===== src/rtl/io_request_ctrl.sv =====
// io_request_ctrl
// Sequences CPU I/O syscalls against the board's human-paced inputs.
// Input codes stall the core until a debounced press of the confirm button,
// then capture the synchronized switch or test-index value. Output codes
// update the LED register in one cycle.
//
// Ports:
//   clk, rst       system clock, asynchronous active-high reset
//   io_req         CPU I/O request, held high until io_done
//   io_code        request code (a7), sampled in IDLE
//   wdata          register data for output codes
//   switch_in      raw switch bank (asynchronous)
//   test_index     raw test-select switches (asynchronous)
//   confirm_btn    raw confirm button (asynchronous, bouncing)
//   stall          freeze PC/pipeline (combinational)
//   io_done        one-cycle completion pulse, rdata valid with it
//   rdata          result to the register-file write mux
//   led_out        LED register
//   confirm_clean  debounced button level

module io_request_ctrl #(
    parameter int unsigned DEBOUNCE_CYCLES = 1_000_000,
    parameter int unsigned CNT_W           = 20
) (
    input  logic        clk,
    input  logic        rst,
    input  logic        io_req,
    input  logic [31:0] io_code,
    input  logic [31:0] wdata,
    input  logic [7:0]  switch_in,
    input  logic [2:0]  test_index,
    input  logic        confirm_btn,
    output logic        stall,
    output logic        io_done,
    output logic [31:0] rdata,
    output logic [15:0] led_out,
    output logic        confirm_clean
);

    localparam logic [CNT_W-1:0] DB_LAST = CNT_W'(DEBOUNCE_CYCLES - 1);

    typedef enum logic [2:0] {
        S_IDLE,
        S_WAIT_RELEASE,
        S_WAIT_PRESS,
        S_CAPTURE,
        S_DONE
    } state_t;

    // Which synchronized source a pending wait request will capture.
    typedef enum logic [1:0] {
        SEL_SW_SIGNED,
        SEL_TEST_INDEX,
        SEL_SW_UNSIGNED
    } sel_t;

    state_t           state;
    sel_t             sel_q;
    logic             btn_s1, btn_s2;
    logic [7:0]       sw_s1, sw_s2;
    logic [2:0]       ti_s1, ti_s2;
    logic [CNT_W-1:0] db_cnt;
    logic             press;

    // Upper write-data bits have no LED to drive.
    logic unused_wdata_hi;
    assign unused_wdata_hi = ^wdata[31:16];

    // The core freezes for the whole request except the completion cycle.
    assign stall = io_req & (state != S_DONE);

    // Two-flop synchronizers for every asynchronous board input.
    always_ff @(posedge clk or posedge rst) begin
        if (rst) begin
            btn_s1 <= 1'b0;
            btn_s2 <= 1'b0;
            sw_s1  <= 8'h00;
            sw_s2  <= 8'h00;
            ti_s1  <= 3'd0;
            ti_s2  <= 3'd0;
        end else begin
            btn_s1 <= confirm_btn;
            btn_s2 <= btn_s1;
            sw_s1  <= switch_in;
            sw_s2  <= sw_s1;
            ti_s1  <= test_index;
            ti_s2  <= ti_s1;
        end
    end

    // Debounce: the clean level flips only after the synchronized button has
    // disagreed with it for DEBOUNCE_CYCLES consecutive cycles. press marks
    // the cycle in which the clean level first reads high.
    always_ff @(posedge clk or posedge rst) begin
        if (rst) begin
            db_cnt        <= '0;
            confirm_clean <= 1'b0;
            press         <= 1'b0;
        end else begin
            press <= 1'b0;
            if (btn_s2 != confirm_clean) begin
                if (db_cnt == DB_LAST) begin
                    db_cnt        <= '0;
                    confirm_clean <= ~confirm_clean;
                    press         <= ~confirm_clean;
                end else begin
                    db_cnt <= db_cnt + CNT_W'(1);
                end
            end else begin
                db_cnt <= '0;
            end
        end
    end

    // Request sequencer. Wait codes that arrive while the button is still
    // held must first see a release, so one press cannot serve two reads.
    always_ff @(posedge clk or posedge rst) begin
        if (rst) begin
            state   <= S_IDLE;
            sel_q   <= SEL_SW_SIGNED;
            rdata   <= 32'h0000_0000;
            led_out <= 16'h0000;
            io_done <= 1'b0;
        end else begin
            io_done <= 1'b0;
            case (state)
                S_IDLE: begin
                    if (io_req) begin
                        case (io_code)
                            32'd0: begin
                                rdata   <= {31'b0, confirm_clean};
                                io_done <= 1'b1;
                                state   <= S_DONE;
                            end
                            32'd1: begin
                                sel_q <= SEL_SW_SIGNED;
                                state <= confirm_clean ? S_WAIT_RELEASE : S_WAIT_PRESS;
                            end
                            32'd2: begin
                                sel_q <= SEL_TEST_INDEX;
                                state <= confirm_clean ? S_WAIT_RELEASE : S_WAIT_PRESS;
                            end
                            32'd3: begin
                                sel_q <= SEL_SW_UNSIGNED;
                                state <= confirm_clean ? S_WAIT_RELEASE : S_WAIT_PRESS;
                            end
                            32'd4: begin
                                led_out <= wdata[15:0];
                                rdata   <= 32'h0000_0000;
                                io_done <= 1'b1;
                                state   <= S_DONE;
                            end
                            32'd5: begin
                                led_out <= 16'h0000;
                                rdata   <= 32'h0000_0000;
                                io_done <= 1'b1;
                                state   <= S_DONE;
                            end
                            default: begin
                                rdata   <= 32'h0000_0000;
                                io_done <= 1'b1;
                                state   <= S_DONE;
                            end
                        endcase
                    end
                end

                S_WAIT_RELEASE: begin
                    if (!io_req) begin
                        state <= S_IDLE;
                    end else if (!confirm_clean) begin
                        state <= S_WAIT_PRESS;
                    end
                end

                S_WAIT_PRESS: begin
                    if (!io_req) begin
                        state <= S_IDLE;
                    end else if (press) begin
                        state <= S_CAPTURE;
                    end
                end

                S_CAPTURE: begin
                    if (!io_req) begin
                        state <= S_IDLE;
                    end else begin
                        case (sel_q)
                            SEL_SW_SIGNED:  rdata <= {{24{sw_s2[7]}}, sw_s2};
                            SEL_TEST_INDEX: rdata <= {29'b0, ti_s2};
                            default:        rdata <= {24'b0, sw_s2};
                        endcase
                        io_done <= 1'b1;
                        state   <= S_DONE;
                    end
                end

                S_DONE: begin
                    state <= S_IDLE;
                end

                default: begin
                    state <= S_IDLE;
                end
            endcase
        end
    end

endmodule


===== config.mk =====
export PLATFORM = sky130hd
export DESIGN_NAME = io_request_ctrl
export DESIGN_NICKNAME = d
export VERILOG_FILES = /design/src/rtl/io_request_ctrl.sv
export SDC_FILE = /design/constraint.sdc
export NUM_CORES = 1
export LEC_CHECK = 0
export CAP_MARGIN = 40
export CORE_MARGIN = 2
export CORE_UTILIZATION = 45
export CTS_CLUSTER_DIAMETER = 60
export DETAILED_ROUTE_END_ITERATION = 10
export HOLD_SLACK_MARGIN = 0.06
export PLACE_DENSITY = 0.81
export SYNTH_ARGS = -nofsm -noshare
export SYNTH_HDL_FRONTEND = slang
export SYNTH_SLANG_ARGS = --single-unit

===== constraint.sdc =====
create_clock -name clk -period 2.7 [get_ports clk]
set_input_delay 0.54 -clock clk [delete_from_list [all_inputs] [get_ports clk]]
set_output_delay 0.54 -clock clk [all_outputs]
set_load 0.02 [all_outputs]

## Word level (Yosys, flattened, before mapping)

Index checks and enable logic that the tools add are counted.

| word-level totals | value |
|---|---|
| word-level logic and storage cells | 70 |
| output and inout bits | 51 |
| input bits | 79 |
| bits in registers | 100 |

| operators by class | value |
|---|---|
| reduce and logical (&&, ||, !) cells | 12 |
| bitwise gates (word level) | 2 |
| equal/unequal tests | 17 |
| $add $sub $neg | 1 |
| mux-type cells | 24 |

Operators by type and width:

| kind | number |
|---|---|
| $pmux W32 S2 | 3 |
| $eq A32 B2 Y1 const B | 2 |
| $eq A32 B3 Y1 const B | 2 |
| $mux W32 | 2 |
| $mux W20 | 2 |
| $eq A32 B1 Y1 const B | 1 |
| $logic_not A32 Y1 | 1 |
| $pmux W16 S2 | 1 |
| $mux W3 | 7 |
| $add A20 B1 Y20 const B | 1 |
| $eq A20 B20 Y1 const B | 1 |
| $pmux W3 S4 | 1 |
| $ne A3 B3 Y1 const B | 3 |
| $reduce_and A3 Y1 | 3 |
| $eq A3 B2 Y1 const B | 2 |
| $ne A2 B2 Y1 const B | 3 |
| $pmux W2 S3 | 1 |
| $mux W1 | 5 |
| $reduce_and A4 Y1 | 1 |
| $reduce_bool A2 Y1 | 2 |
| $eq A3 B1 Y1 const B | 1 |
| $logic_not A3 Y1 | 1 |
| $reduce_bool A3 Y1 | 1 |
| $reduce_or A3 Y1 | 1 |
| other kinds (8) | 8 |

## Logic depth before layout (Yosys ltp)

| logic depth | value |
|---|---|
| depth after elaboration | 5 |
| depth in mapped cells | 7 |
| depth with buffers taken out | 5 |

## Worst setup path after synthesis

Ideal clock, no wire load.

| timing path | value |
|---|---|
| path kind | input -> register |
| start point | input io_code[20] |
| end point | register led_out[0] |
| buffers on the path | 1 |
| data required time | 2.621 ns |
| arrival time | 1.932 ns |
| setup time | 0.079 ns |
| setup slack | 0.689 ns |
| stages | 5 |
| path through | nor4_2 nand4_1 nor4_4 buf_6 mux2i_1 |

| between the ends | value |
|---|---|
| longest elaborated chain between the ends | 3 |
| elaborated cells between the ends (all ways) | 5 |
| those cells by class | eq/ne: 2; mux: 1; reduce/logical: 2 |

RTL lines:

| item | RTL line | RTL |
|---|---|---|
| start, declared | 28 | `input logic [31:0] io_code,` |
| $eq A32 B3 Y1 | 129 | `case (io_code)` |
| $reduce_bool A2 Y1 (no line) | -- |  |
| $reduce_and A3 Y1 (no line) | -- |  |
| end signal, assigned | 148 | `led_out <= wdata[15:0];` |
| end, declared | 36 | `output logic [15:0] led_out,` |

Several ways; a longest one is shown, not always the timed one.
A chain may end at the register's enable or synchronous reset.

## Worst setup path in the final report

| timing path | value |
|---|---|
| start point | input io_req |
| end point | output stall |

| between the ends | value |
|---|---|
| longest elaborated chain between the ends | 1 |

RTL lines:

| item | RTL line | RTL |
|---|---|---|
| start, declared | 27 | `input logic io_req,` |
| $and A1 B1 Y1 | 70 | `assign stall = io_req & (state != S_DONE);` |
| end, declared | 33 | `output logic stall,` |

Every way passes these cells.

==> summary.log <==
INFO  worst_setup_path critical_path.max_fanout=4
INFO  run_status     status=completed
INFO  finish         num-nets-final=510
INFO  placed_design  placement.io_buffers=113
INFO  detailed_routing drt_first_iter_violations=139
INFO  power          leakagePower=2.06nW
INFO  detailed_routing via_count=2,804
INFO  sta            final.period_utilization=0.914
INFO  die            die_width=93.3um
INFO  global_route   grt_remaining_overflow=0
INFO  sta            max_freq=405MHz
INFO  power          pwr_density_cell=449mW/mm2
INFO  worst_setup_path critical_path.cell_chain=clkdlybuf4s50_1 > a21boi_0 > clkdlybuf4s50_1
INFO  synth          synthArstFlopShare=1.00
INFO  synth          synth.lib_cells_used.distinct=50
INFO  power          vdd.ir_drop.worst=0.000234V
INFO  synth          ys.warnings.count=0
INFO  sta            finClkSkew=0.0106ns
INFO  synth          postSynthNetCount=415
INFO  run            max_cap_viol_count=0
INFO  worst_setup_path setup.worst_path.end_class=primary output
INFO  sta            unrepaired_setup_endpoints_after_global_routing=no
INFO  placed_design  detailedPlace.worstSlack=0.257ns
INFO  detailed_routing remaining_drc_errors=0
INFO  synth          ys_seq_area_frac=0.537
INFO  detailed_routing antenna_left=0
INFO  clocking       path_clk_slew=0.08ns
INFO  clocking       cts-root-to-sink-buffers=2
INFO  synth          post_synthesis_instance_area=0.00359mm2
INFO  clocking       cts_tree=done
INFO  worst_hold_path worstHoldPathType=flip-flop to flip-flop
INFO  global_route   grt_pass1_wl=12.3mm
INFO  clocking       cts_buffers=9
INFO  clocking       clock_tree.htree_level_count=3
INFO  die            fp.dieH=93.3um
INFO  die            design.portCount=130
INFO  worst_setup_path timing.critical_path.mode_cell=sky130_fd_sc_hd__clkdlybuf4s50_1
INFO  sta            timing.setup.tns=0ns
INFO  finish         flow.area_growth_from_synthesis=35.5%
INFO  detailed_routing drt-wirelength-per-cell=14.4um
INFO  sta            relSlewSlack=0.589
INFO  worst_setup_path worst_setup_path_start_kind=input port
INFO  worst_setup_path critical_path_required=2.16ns
INFO  clocking       clock_latency=0.35ns
INFO  worst_setup_path cpLargestDelayFamily=buffers and inverters
INFO  global_route   grt_antenna_before_repair=0
INFO  global_route   grt_max_degree=62
INFO  finish         finalInstanceArea=0.00486mm2
INFO  global_route   first_global_vias=2,681
INFO  clocking       cts.repair_timing.setup_buffer_count=0
INFO  clocking       clock_tree.root_cell=sky130_fd_sc_hd__clkbuf_8
INFO  clocking       clkSinkCount=77
INFO  synth          synthCells=335
INFO  sta            timing.final.setup_violations=0
INFO  clocking       post_cts.resized_instances=0
INFO  sta            max_slew.worst_pin.slew=0.617ns
INFO  die            initial_core_util=0.465
INFO  worst_setup_path timing_worst_setup_path_type=input port to primary output
INFO  die            floorplan.rows=32
INFO  sta            min_period=2.47ns
INFO  synth          synth-edff-count=0
INFO  sta            timing.final.ws_setup=0.232ns
INFO  die            placeableCoreArea=0.00773mm2
INFO  placed_design  dpl.hpwl=5.57mm
INFO  placed_design  gp_routability_congestion=0.868
INFO  sta            finalHoldViolations=0
INFO  worst_setup_path worst-path-buf-inv=2
INFO  detailed_routing drt_pre_antenna_iters=4
INFO  finish         num_antenna_cells=0
INFO  synth          yosys_register_bits=77
INFO  sta            final_max_slew_viols=0
INFO  synth          synth_ff_type=sky130_fd_sc_hd__dfrtp_1
INFO  synth          syn_area_per_cell=10.7um2
INFO  worst_setup_path arrival=1.93ns
INFO  worst_setup_path timing.critical_path.slowest_cell_delay=0.64ns
INFO  worst_setup_path timing.critical_path.slowest_stage_cell=sky130_fd_sc_hd__clkdlybuf4s50_1
INFO  detailed_routing totalWireLength=7.74mm
INFO  detailed_routing number_of_vias_per_cell_after_detailed_routing=5.22
INFO  clocking       hold_fix_buffers_at_cts=0
INFO  placed_design  placed_cell_area=0.00468mm2
INFO  finish         drive_above_1_share=0.0897
INFO  global_route   gr-usage-all-layers=0.180
INFO  die            full_die_area=0.00871mm2
synthesized netlist by cell type (5+ instances only):
library cell / instances / share of area
sky130_fd_sc_hd__a21oi_1: 13 / 0.018
sky130_fd_sc_hd__buf_4: 24 / 0.050
sky130_fd_sc_hd__clkbuf_1: 6 / 0.0063
sky130_fd_sc_hd__dfrtp_1: 77 / 0.54
sky130_fd_sc_hd__inv_1: 21 / 0.022
sky130_fd_sc_hd__mux2i_1: 16 / 0.045
sky130_fd_sc_hd__nand2_1: 36 / 0.038
sky130_fd_sc_hd__nand3_1: 23 / 0.032
sky130_fd_sc_hd__nand4_1: 13 / 0.023
sky130_fd_sc_hd__nor2_1: 19 / 0.020
sky130_fd_sc_hd__nor4_1: 5 / 0.0087
sky130_fd_sc_hd__xnor2_1: 11 / 0.027
worst paths after layout:
check	startpoint	slack, ns	endpoint	depth (start not counted)
min reg2reg	sw_s1[6]	0.35	sw_s2[6]	0
min in group asynchronous	rst	0.49	led_out[3]	2
max in group asynchronous	rst	1.55	sw_s1[7]	3
min	sw_s1[6]	0.35	sw_s2[6]	0
max reg2reg	db_cnt[1]	0.65	db_cnt[14]	5
max	io_req	0.23	stall	3
layout make-up:
| type | instances | area, um2 |
|---|---|---|
| Fill cell | 603 | 2860 |
| Sequential cell | 77 | 1930 |
| Multi-Input combinational cell | 202 | 1350 |
| Timing Repair Buffer | 119 | 1200 |
| Clock buffer | 10 | 138 |
| Tap cell | 102 | 128 |
| Inverter | 21 | 78.8 |
| Clock inverter | 6 | 46.3 |
worst reg2reg max path: stages (launching register included):
cell and delay, ns:
sky130_fd_sc_hd__dfrtp_1 0.43, sky130_fd_sc_hd__ha_1 0.27, sky130_fd_sc_hd__nand3_1 0.25, sky130_fd_sc_hd__o41ai_4 0.63, sky130_fd_sc_hd__buf_4 0.28, sky130_fd_sc_hd__a21oi_1 0.07
logic make-up after synthesis:
kind of cell,after synthesis,share of synthesized area
flops,77,0.537
fa+ha+maj,1,0.00348
buf+inv,56,0.0885
simple gates,139,0.226
xor+xnor,14,0.0341
compound gates,28,0.0533
mux,20,0.0582
report_power, final:
group	leakage [nW]	internal, mW	total, mW	switching [mW]
Clock	0.0893	0.365	0.803	0.438
Combinational	1.04	0.111	0.188	0.0775
Sequential	0.929	1.18	1.19	0.0138
metal layers:
metal	up-vias	track usage	share of wire
met4	0	0.0833	0.020
met5	-	0	0
met2	112	0.288	0.48
li1	1333	-	-
met3	18	0.0492	0.074
met1	1341	0.227	0.42
layout by cell type (no fill, tap or decap), types with 3 or more instances in the layout:
cell and count:
sky130_fd_sc_hd__or3_1 4, sky130_fd_sc_hd__inv_1 20, sky130_fd_sc_hd__and3_1 4, sky130_fd_sc_hd__xnor2_1 11, sky130_fd_sc_hd__dfrtp_1 77, sky130_fd_sc_hd__clkbuf_8 10, sky130_fd_sc_hd__mux2i_1 16, sky130_fd_sc_hd__clkdlybuf4s50_1 113
sky130_fd_sc_hd__buf_4 4, sky130_fd_sc_hd__nor4_2 4, sky130_fd_sc_hd__o21ai_0 3, sky130_fd_sc_hd__nor2b_1 3, sky130_fd_sc_hd__nor2_1 19, sky130_fd_sc_hd__o31ai_1 3, sky130_fd_sc_hd__nor4_1 5, sky130_fd_sc_hd__nor3_1 4
sky130_fd_sc_hd__or4_1 3, sky130_fd_sc_hd__nand2_1 36, sky130_fd_sc_hd__xor2_1 3, sky130_fd_sc_hd__and2_1 4, sky130_fd_sc_hd__mux2_2 3, sky130_fd_sc_hd__a21oi_1 13, sky130_fd_sc_hd__nand3_1 23, sky130_fd_sc_hd__nand4_1 13
per-stage QoR:
| stage | power, mW | utilization | std cells | hold WS, ns |
|---|---|---|---|---|
| detailed placement | 1.40 | 0.606 | 521 | 0.336 |
| global route | 2.28 | 0.630 | 537 | 0.364 |
| floorplan | 1.28 | - | 335 | 0.331 |
| finish | 2.18 | 0.630 | 537 | 0.350 |
| global placement | 1.40 | 0.606 | 521 | 0.334 |
| CTS | 2.21 | 0.630 | 537 | 0.352 |
state kept, by name (all words and copies together) (netlist names):
signal,flops
ti_s1,3
io_done,1
confirm_clean,1
sw_s2,8
btn_s1,1
db_cnt,20
rdata,9
btn_s2,1
sel_q,2
press,1
sw_s1,8
state,3
ti_s2,3
led_out,16
No activity file was read; power rests on OpenSTA's default activity.
